$ cat src/rtl/fft_input_loader.sv
// fft_input_loader: streams complex samples into the shared FFT sample RAM at
// bit-reversed addresses, kicks the in-place engine and reports frame completion.
module fft_input_loader #(
  parameter int BIT_WIDTH = 8,
  parameter int MODE_NUM  = 3,
  parameter int FFT_SIZE  = 16
) (
  input  logic                          clk,
  input  logic                          rst,
  input  logic [$clog2(MODE_NUM)-1:0]   mode,
  input  logic                          start,
  input  logic                          in_valid,
  input  logic [BIT_WIDTH-1:0]          in_re,
  input  logic [BIT_WIDTH-1:0]          in_im,
  output logic                          in_ready,
  output logic                          mem_wr_en,
  output logic [$clog2(FFT_SIZE)-1:0]   mem_addr,
  output logic [2*BIT_WIDTH-1:0]        mem_data,
  output logic                          mem_owner,
  output logic                          fft_init,
  input  logic                          fft_ready,
  output logic                          busy,
  output logic                          done
);

  localparam int MW = $clog2(MODE_NUM);
  localparam int AW = $clog2(FFT_SIZE);
  localparam int CW = AW + 1;
  localparam logic [MW-1:0] MODE_MAX = MW'(MODE_NUM - 1);

  typedef enum logic [2:0] {IDLE, LOAD, KICK, WAIT, DONE} state_t;

  state_t        state;
  logic [MW-1:0] mode_l;
  logic [CW-1:0] cnt;
  logic [CW-1:0] n_pts;
  logic          ready_hist;
  logic [AW-1:0] rev_full;
  logic [AW-1:0] rev_addr;
  logic          accept;

  // Frame length, ready/accept handshake and L-bit reversal of the sample counter.
  // The full-width reversal is shifted down so only the low L = mode_l+2 bits
  // carry the reversed index and the upper bits are zero.
  always_comb begin
    n_pts    = CW'(4) << mode_l;
    in_ready = (state == LOAD) && (cnt != n_pts);
    accept   = in_valid && in_ready;
    rev_full = '0;
    for (int unsigned i = 0; i < AW; i++) begin
      rev_full[i] = cnt[AW-1-i];
    end
    rev_addr = rev_full >> (AW - 2 - int'(mode_l));
  end

  // Frame sequencer with registered RAM-port, engine and status outputs.
  always_ff @(posedge clk) begin
    if (!rst) begin
      state      <= IDLE;
      mode_l     <= '0;
      cnt        <= '0;
      ready_hist <= 1'b0;
      mem_wr_en  <= 1'b0;
      mem_addr   <= '0;
      mem_data   <= '0;
      mem_owner  <= 1'b1;
      fft_init   <= 1'b0;
      busy       <= 1'b0;
      done       <= 1'b0;
    end else begin
      mem_wr_en <= 1'b0;
      fft_init  <= 1'b0;
      done      <= 1'b0;
      case (state)
        IDLE: begin
          if (start) begin
            state  <= LOAD;
            cnt    <= '0;
            busy   <= 1'b1;
            mode_l <= (mode > MODE_MAX) ? MODE_MAX : mode;
          end
        end
        LOAD: begin
          if (accept) begin
            mem_wr_en <= 1'b1;
            mem_addr  <= rev_addr;
            mem_data  <= {in_re, in_im};
            cnt       <= cnt + CW'(1);
          end else if (cnt == n_pts) begin
            // Final write is on the port this cycle; hand the RAM to the engine.
            state     <= KICK;
            mem_owner <= 1'b0;
            fft_init  <= 1'b1;
          end
        end
        KICK: begin
          ready_hist <= fft_ready;
          state      <= WAIT;
        end
        WAIT: begin
          ready_hist <= fft_ready;
          if (fft_ready && !ready_hist) begin
            state <= DONE;
            done  <= 1'b1;
          end
        end
        DONE: begin
          state     <= IDLE;
          busy      <= 1'b0;
          mem_owner <= 1'b1;
        end
        default: state <= IDLE;
      endcase
    end
  end

endmodule

$ cat config.mk
export PLATFORM = sky130hd
export DESIGN_NAME = fft_input_loader
export DESIGN_NICKNAME = d
export VERILOG_FILES = /design/src/rtl/fft_input_loader.sv
export SDC_FILE = /design/constraint.sdc
export NUM_CORES = 1
export LEC_CHECK = 0
export BUFFER_PORTS_ARGS = -buffer_cell sky130_fd_sc_hd__buf_4
export CAP_MARGIN = 20
export CORE_ASPECT_RATIO = 0.5
export CORE_MARGIN = 3
export CORE_UTILIZATION = 40
export DETAILED_ROUTE_END_ITERATION = 16
export MAX_ROUTING_LAYER = met4
export RECOVER_POWER = 100
export SLEW_MARGIN = 20
export SYNTH_ARGS = -nofsm -noshare
export SYNTH_HDL_FRONTEND = slang
export SYNTH_SLANG_ARGS = --single-unit
$ cat constraint.sdc
create_clock -name clk -period 2.3 [get_ports clk]
set_input_delay 0.115 -clock clk [delete_from_list [all_inputs] [get_ports clk]]
set_output_delay 0.115 -clock clk [all_outputs]
set_load 0.01 [all_outputs]
==> results of run 1 <==
==> cell usage after synthesis (2+ instances only) <==
cell	number	area, µm²
nand3b_1	2	15.01
buf_6	4	45.04
inv_1	9	33.78
dfxtp_1	36	720.7
o211ai_1	3	22.52
o21ai_0	10	50.05
a31oi_1	2	12.51
o21ai_1	10	50.05
nand4_1	3	18.77
nand3_1	29	145.1
nor3_1	8	40.04
ha_1	6	75.07
clkbuf_1	9	33.78
a31o_2	2	17.52
xnor2_1	3	26.28
a21oi_1	22	110.1
buf_2	2	10.01
nor2_1	9	33.78
mux2i_1	4	40.04
nand2_1	4	15.01
==> metal layers <==
layer,vias to the layer above,GRT usage (%),part of all wire (%)
met4,0,3.497,0.24
met1,702,24.10,48
met3,2,6.024,9.3
met2,56,24.66,43
met5,-,-,0
li1,776,-,-
==> cell usage in the layout (no fill, tap or decap), types with 2 or more instances in the layout <==
master and instances:
dfxtp_1 36, nand3_1 29, clkbuf_1 27, buf_4 24
a21oi_1 22, o21ai_0 19, inv_1 9, nor2_1 9
nor3_1 8, ha_1 6, clkbuf_8 5, nand2_1 4
mux2i_1 4, xnor2_1 3, o211ai_1 3, nand4_1 3
nand3b_1 2, a31oi_1 2, a31o_2 2
==> cell type report <==
| cell class | count | area [µm²] | area share (%) |
|---|---|---|---|
| Clock buffer | 6 | 72.57 | 3.655 |
| Inverter | 10 | 42.54 | 2.142 |
| Sequential cell | 36 | 720.7 | 36.29 |
| Tap cell | 51 | 63.81 | 3.214 |
| Timing Repair Buffer | 50 | 277.8 | 13.99 |
| Multi-Input combinational cell | 133 | 803.3 | 40.45 |
| Clock inverter | 1 | 5.005 | 0.2520 |
==> per-stage QoR <==
step	power, mW	instance area [µm²]	std cells	hold WS [ps]
after global routing	1.419	1986	287	76.62
after detailed placement	0.9652	2007	280	373.2
final	1.336	1986	287	88.08
after floorplan	0.8729	1657	194	258.9
after global placement	0.9616	2007	280	363.1
after CTS	1.377	2088	287	82.76
==> sequential cells by signal, summed over array words and instances, names as in the netlist <==
name / cells
mode_l: 2
done: 1
mem_owner: 1
state: 3
fft_init: 1
mem_wr_en: 1
cnt: 5
mem_addr: 4
busy: 1
mem_data: 16
ready_hist: 1
==> power groups by stage <==
stage | logic (mW) | clock network [mW] | registers, mW
4_1_cts | 0.268 | 0.424 | 0.686
5_1_grt | 0.268 | 0.460 | 0.691
6_report | 0.241 | 0.410 | 0.685
3_3_place_gp | 0.263 | 0 | 0.699
3_5_place_dp | 0.265 | 0 | 0.700
2_1_floorplan | 0.172 | 0 | 0.701
==> cells by family after synthesis <==
group / Yosys count
xor gates and xnor gates: 3
and+or+nand+nor: 64
AOI/OAI and AO/OA: 56
DFF: 36
muxes: 4
adders and majority gates: 6
buffers and inverters: 25
==> timing repair <==
item / 4_1_cts / 5_1_grt
hold endpoints to repair: 0 / 0
gates resized for setup: 1 / 0
setup buffers: 0 / 0
endpoints found under the setup margin: 1 / 0
==> how the worst min path moves through the flow <==
stage                        start            to  slack [ps]  cells past startpoint
after floorplan            mode[1]     mode_l[1]         260                      2
after global placement     mode[1]     mode_l[1]         360                      3
after detailed placement   mode[1]     mode_l[1]         370                      3
after CTS                  mode[1]     mode_l[1]          80                      3
after global routing      in_re[7]  mem_data[15]          80                      3
final                      mode[1]     mode_l[1]          90                      3
==> worst max-delay path, stage by stage (launching register included) <==
cell and delay, ps:
dfxtp_1 510, inv_1 140, ha_1 230, xnor2_1 200
a41o_1 290, clkinv_4 210, clkbuf_1 190
==> impl_metrics.csv, run 1 <==
group,metric,value,unit
setup_path,startpoint_type,"flop",
power,p_int,0.9527,mW
status,outcome,"completed",
detailed_routing,viasPerCell,5.352,
synthesis,yosys_warnings,0,
setup_path,r2r_slack,190,ps
synthesis,ys_seq_elements,36,
synthesis,synth_adder_area_share,4.532,%
grt,grt_pass1_wl,6706,µm
detailed_routing,antenna_left,0,
floorplanning,start_util,44.81,%
power,p_seq_share,51.3,%
sta,finalCriticalPeriod,2147,ps
floorplanning,die-area,4997,µm²
floorplanning,core,3697,µm²
synthesis,syn_area,1657,µm²
synthesis,synth_flop_cell,"dfxtp_1",
layout,fillers,389,
setup_path,cp_max_fo,26,
cts,clk_pin_slew,60,ps
sta,max_freq,0.4657,GHz
setup_path,r2r-start,"mode_l[0]",
cts,numCtsBuffers,5,
placed_design,io_buffers,48,
power,leakage,0.7207,nW
placed_design,dpl.hpwl,2833,µm
sta,finClkSkew,4.903,ps
cts,clockBufferDepth,2,
synthesis,synth_compound_area_share,19.41,%
detailed_routing,vias,1536,
detailed_routing,wirelength,4120,µm
synthesis,synthSimpleGateAreaFrac,20.85,%
sta,drv_slew,0,
synthesis,synth.avg_cell_area,8.539,µm²
cts,cts_hold_buf,0,
power,power_switching,0.3835,mW
setup_path,timing.rr.end,"cnt[2]",
detailed_routing,wl_per_cell,14.36,µm
grt,grtUsageTotal,17.41,%
layout,synthToLayoutAreaGrowth,19.86,%
synthesis,synth_nets,223,
cts,worstSkewPairLatency,280,ps
setup_path,reg2reg_depth,7,
sta,setup_slack,152.8,ps
layout,antenna_cells,0,
setup_path,crit_type,"reg2out",
job,drv_cap,0,
sta,rsz0062_at_grt,"no",
layout,final_nets,265,
power,pwr-share-clk,30.7,%
floorplanning,pin_count,49,
layout,final_core_util,53.71,%
placed_design,dp_worst_setup_slack,229.2,ps
power,combPwrFrac,18.0,%
grt,grt_pass1_vias,1333,
synthesis,syn-instance-count,194,
min_path,min-delay-path-class,"in2reg",
floorplanning,die_w,97.01,µm
synthesis,synth.distinct_cells,37,
cts,cts_max_level,2,
setup_path,cp-endpoint,"in_ready",
layout,drive_gt1_share,15.25,%
cts,root_buffer,"clkbuf_8",
detailed_routing,drc,0,
power,max-vdd-ir-drop,405.2,µV
floorplanning,dieHeight,51.51,µm
sta,relSlewSlack,64.38,%
synthesis,synth-edff-count,0,
setup_path,startpoint,"mode_l[0]",
sta,setup_viol,0,
synthesis,synth-async-reset-ratio,0,%
sta,finalHoldViolCount,0,
synthesis,synth_xor_area_share,1.586,%
grt,overflow,0,
power,power.share.switching,28.70,%
cts,clock-sinks,36,
sta,tns,0,ps
cts,cts_tree,"built",
setup_path,crit_required,2180,ps
floorplanning,rows,15,
synthesis,synth_top_family_by_area,"simple AND/OR/NAND/NOR gates",
synthesis,ys_seq_area_share,43.50,%
power,p_per_area,672.9,nW/µm²
detailed_routing,drtIter0Drc,43,
setup_path,cp-end-kind,"output port",
grt,antenna_found_initial,0,
detailed_routing,first_pass_iters,4,
placed_design,routabilityCongestion,0.7999,
sta,tightestPinTransition,533.7,ps
grt,grt_max_degree,27,
synthesis,synth_mux_area_share,2.417,%
sta,final.period_utilization,93.36,%
setup_path,crit_arrival,2030,ps
Note: power is estimated with default switching activity, not from simulation.
==> run 2: changes to the inputs <==
--- a/config.mk
+++ b/config.mk
@@ -8,7 +8,7 @@
 export BUFFER_PORTS_ARGS = -buffer_cell sky130_fd_sc_hd__buf_4
 export CAP_MARGIN = 20
 export CORE_ASPECT_RATIO = 0.5
-export CORE_MARGIN = 3
+export CORE_MARGIN = 2
 export CORE_UTILIZATION = 40
 export DETAILED_ROUTE_END_ITERATION = 16
 export MAX_ROUTING_LAYER = met4
==> impl_metrics.csv, run 2 (same netlist as run 1, synthesis figures left out) <==
group,metric,value,unit
setup_path,cp-end-kind,"output port",
floorplanning,pin_count,49,
cts,numCtsBuffers,5,
layout,synthToLayoutAreaGrowth,20.62,%
setup_path,reg2reg_depth,7,
layout,reg_top3,"mem_data x16, cnt x5, mem_addr x4",
cts,cts_setup_buffers,0,
cts,clockBufferDepth,2,
layout,layout_commonest_cell,"dfxtp_1",
sta,tightestPinTransition,519.5,ps
setup_path,r2r-start,"mode_l[0]",
layout,final_core_util,50.67,%
floorplanning,start_util,42.01,%
power,leakage,0.7306,nW
layout,seqCellArea,721.9,µm²
sta,tns,0,ps
grt,grt_max_degree,27,
layout,drive_gt1_share,16.03,%
detailed_routing,viasPerCell,5.347,
setup_path,cp_max_fo,26,
cts,cts_resized,0,
cts,cts_tree,"built",
status,outcome,"completed",
cts,worstSkewPairLatency,280,ps
sta,drv_slew,0,
sta,finalCriticalPeriod,2000,ps
layout,fillers,418,
layout,top_register,"mem_data",
detailed_routing,drc,0,
cts,clk_pin_slew,70,ps
floorplanning,die_w,95.01,µm
sta,relSlewSlack,65.33,%
detailed_routing,wirelength,4138,µm
layout,largest_reg_flops,16,
placed_design,io_buffers,48,
layout,antenna_cells,0,
layout,layout_common_cells,"dfxtp_1 (35), nand3_1 (29), clkbuf_1 (26)",
cts,cts_max_level,2,
min_path,min-delay-path-class,"in2reg",
detailed_routing,first_pass_iters,4,
detailed_routing,wl_per_cell,14.22,µm
floorplanning,die-area,4703,µm²
cts,clock-sinks,36,
grt,overflow,0,
sta,finClkSkew,5.398,ps
power,p_per_area,695.5,nW/µm²
detailed_routing,vias,1556,
sta,setup_viol,0,
min_path,holdPathStages,3,
placed_design,dpl.hpwl,2788,µm
floorplanning,dieHeight,49.51,µm
min_path,min_to,"mode_l[1]",
detailed_routing,drtIter0Drc,52,
setup_path,crit_type,"reg2out",
power,max-vdd-ir-drop,369.9,µV
floorplanning,core,3944,µm²
detailed_routing,antenna_left,0,
setup_path,r2r_slack,320,ps
setup_path,crit_arrival,1890,ps
sta,rsz0062_at_grt,"no",
job,drv_cap,0,
sta,final.period_utilization,86.97,%
layout,final_nets,265,
floorplanning,rows,16,
sta,max_freq,0.4999,GHz
setup_path,startpoint_type,"flop",
cts,root_buffer,"clkbuf_8",
setup_path,crit_required,2180,ps
sta,finalHoldViolCount,0,
min_path,worstHoldStart,"mode[1]",
grt,grt_pass1_vias,1374,
grt,antenna_found_initial,0,
grt,grt_pass1_wl,6589,µm
layout,multi_input_area,798.3,µm²
setup_path,timing.rr.end,"cnt[1]",
placed_design,routabilityCongestion,0.8051,
cts,cts_hold_buf,0,
grt,grtUsageTotal,18.79,%
## run 2: cell count changes in the layout (fill, tap and decap cells not counted), sizes merged
cell,before,now
inv,9,10
## run 2: how the worst max path moves through the flow
stage	from	to	cells after the start	slack (ps)
6_report	mode_l[0]	in_ready	6	300
5_1_grt	mode_l[0]	in_ready	6	140
3_5_place_dp	mode_l[0]	mem_addr[0]	7	260
4_1_cts	mode_l[0]	in_ready	6	8
2_1_floorplan	mode_l[0]	mem_data[10]	9	470
3_3_place_gp	mode_l[0]	mem_addr[0]	7	350
## run 2: per-stage QoR
step	hold WS, ps	std cells	power [mW]	area, µm²	setup slack (ps)
final	79.47	291	1.390	1998	299.7
after global routing	69.33	291	1.463	1998	135.6
after CTS	78.52	291	1.423	2103	7.953
after detailed placement	375.5	283	0.9639	2011	256.4
after global placement	365.0	283	0.9597	2011	353.4
after floorplan	258.9	194	0.8729	1657	471.5
## run 2: layout make-up
| type | count | share of cell area [%] |
|---|---|---|
| multi-input combinational | 133 | 39.95 |
| sequential | 36 | 36.13 |
| timing repair buffer | 50 | 13.90 |
| clock buffer | 6 | 4.133 |
| tap | 54 | 3.381 |
| inverter | 10 | 2.004 |
| clock inverter | 2 | 0.5009 |
## run 2: metal layers
metal	wire (µm)	vias up	global-route usage, %	share of wire (%)
met3	286	2	6.269	6.9
li1	-	778	-	-
met2	1784	48	29.67	43
met1	2042	728	23.22	49
met4	25	0	5.072	0.60
met5	0	-	-	0
## run 2: critical path, stage by stage, from the launching register on
cell and delay [ps]:
dfxtp_2 420, inv_1 100, ha_1 220, xnor2_1 140
a41o_1 300, inv_4 230, clkbuf_1 190
## run 2: power breakdown
group          total, mW  internal, mW  switching [mW]
clock network      0.465         0.239           0.226
logic              0.240        0.0893           0.151
registers          0.685         0.657          0.0277
==> run 3: changes to the inputs <==
==> constraint.sdc (replaced) <==
create_clock -name clk -period 2.3 [get_ports clk]
set_input_delay 0.115 -clock clk [delete_from_list [all_inputs] [get_ports clk]]
set_output_delay 0.115 -clock clk [all_outputs]
set_load 0.1 [all_outputs]
==> impl_metrics.csv, run 3 (same netlist as run 1, synthesis figures left out) <==
group,metric,value,unit
layout,reg_top3,"mem_data x16, cnt x5, mem_addr x4",
job,drv_cap,0,
sta,tns,0,ps
floorplanning,core,3944,µm²
floorplanning,start_util,42.01,%
detailed_routing,viasPerCell,5.322,
setup_path,cp-end-kind,"output port",
layout,synthToLayoutAreaGrowth,20.77,%
setup_path,startpoint_type,"flop",
status,outcome,"completed",
layout,antenna_cells,0,
floorplanning,dieHeight,49.51,µm
layout,final_cells,292,
sta,finalHoldViolCount,0,
detailed_routing,vias,1554,
sta,worst_hold_slack,68.37,ps
detailed_routing,antenna_left,0,
setup_path,crit_arrival,2010,ps
layout,finalInstanceArea,2001,µm²
sta,final.period_utilization,92.36,%
layout,final_nets,266,
sta,relSlewSlack,18.17,%
layout,layout_common_cells,"dfxtp_1 (35), nand3_1 (29), clkbuf_1 (26)",
grt,grt_pass1_wl,6437,µm
layout,multi_input_area,798.3,µm²
cts,cts_max_level,2,
sta,max_freq,0.4707,GHz
cts,worstSkewPairLatency,290,ps
grt,grt_max_degree,27,
placed_design,dp.cells,284,
layout,largest_reg_flops,16,
placed_design,io_buffers,48,
floorplanning,rows,16,
grt,antenna_found_initial,0,
placed_design,routabilityCongestion,0.7893,
detailed_routing,wirelength,4037,µm
cts,cts_resized,1,
setup_path,cp_max_fo,26,
setup_path,crit_required,2180,ps
layout,fillers,398,
cts,cts_setup_buffers,0,
min_path,min-delay-path-class,"in2reg",
detailed_routing,drtIter0Drc,79,
placed_design,dpl.hpwl,2693,µm
floorplanning,die_w,95.01,µm
setup_path,r2r_slack,180,ps
grt,grt_pass1_vias,1460,
floorplanning,pin_count,49,
placed_design,postPlaceCellArea,2018,µm²
setup_path,crit_type,"reg2out",
cts,root_buffer,"clkbuf_8",
cts,clock-sinks,36,
layout,layout_commonest_cell,"dfxtp_1",
cts,clk_pin_slew,70,ps
sta,setup_viol,0,
detailed_routing,first_pass_iters,4,
power,max-vdd-ir-drop,360.3,µV
detailed_routing,drc,0,
cts,cts_tree,"built",
power,leakage,0.7314,nW
sta,finalCriticalPeriod,2124,ps
sta,drv_slew,0,
power,p_per_area,772.8,nW/µm²
layout,top_register,"mem_data",
cts,numCtsBuffers,5,
layout,seqCellArea,721.9,µm²
sta,tightestPinTransition,1233,ps
sta,finClkSkew,4.047,ps
grt,grtUsageTotal,18.06,%
grt,overflow,0,
sta,rsz0062_at_grt,"no",
cts,clockBufferDepth,2,
floorplanning,die-area,4703,µm²
detailed_routing,wl_per_cell,13.83,µm
layout,drive_gt1_share,16.39,%
cts,cts_hold_buf,0,
[run 3: path summary, 6_finish.rpt]
path                             startpoint          end  cells past startpoint
worst max-delay path              mode_l[0]     in_ready                      6
worst max register to register    mode_l[0]       cnt[1]                      7
worst min register to register  mem_addr[2]  mem_addr[2]                      2
worst min-delay path                mode[1]    mode_l[1]                      3
[run 3: where the power goes]
group	switching, mW	internal [mW]
clock network	0.232	0.211
logic	0.333	0.0905
registers	0.0225	0.657
[run 3: final cells by class]
class                   instances  share of cell area, %
well taps                      54                  3.377
clock inverters                 3                 0.9381
clock buffers                   5                  3.440
repair buffers                 51                  14.13
flip-flops and latches         36                  36.09
multi-input cells             133                  39.90
inverters                      10                  2.126
[run 3: through the flow]
step / setup slack (ps) / util, % / power (mW)
floorplan: 392.2 / - / 1.051
global placement: 285.7 / 51.17 / 1.143
detailed placement: 229.6 / 51.17 / 1.147
CTS: 48.26 / 53.49 / 1.593
global route: 26.95 / 50.73 / 1.616
finish: 175.7 / 50.73 / 1.546
[run 3: routing by layer]
metal | track usage, % | routed length, µm
met5 | - | 0
met4 | 6.039 | 27
met3 | 5.505 | 254
met2 | 28.37 | 1809
met1 | 22.30 | 1946
[run 3: critical path: stages, from the launching register on]
cell and delay (ps):
dfxtp_2 420, inv_1 110, ha_1 230, xnor2_1 200, a41o_1 270, clkinv_4 200
buf_4 290
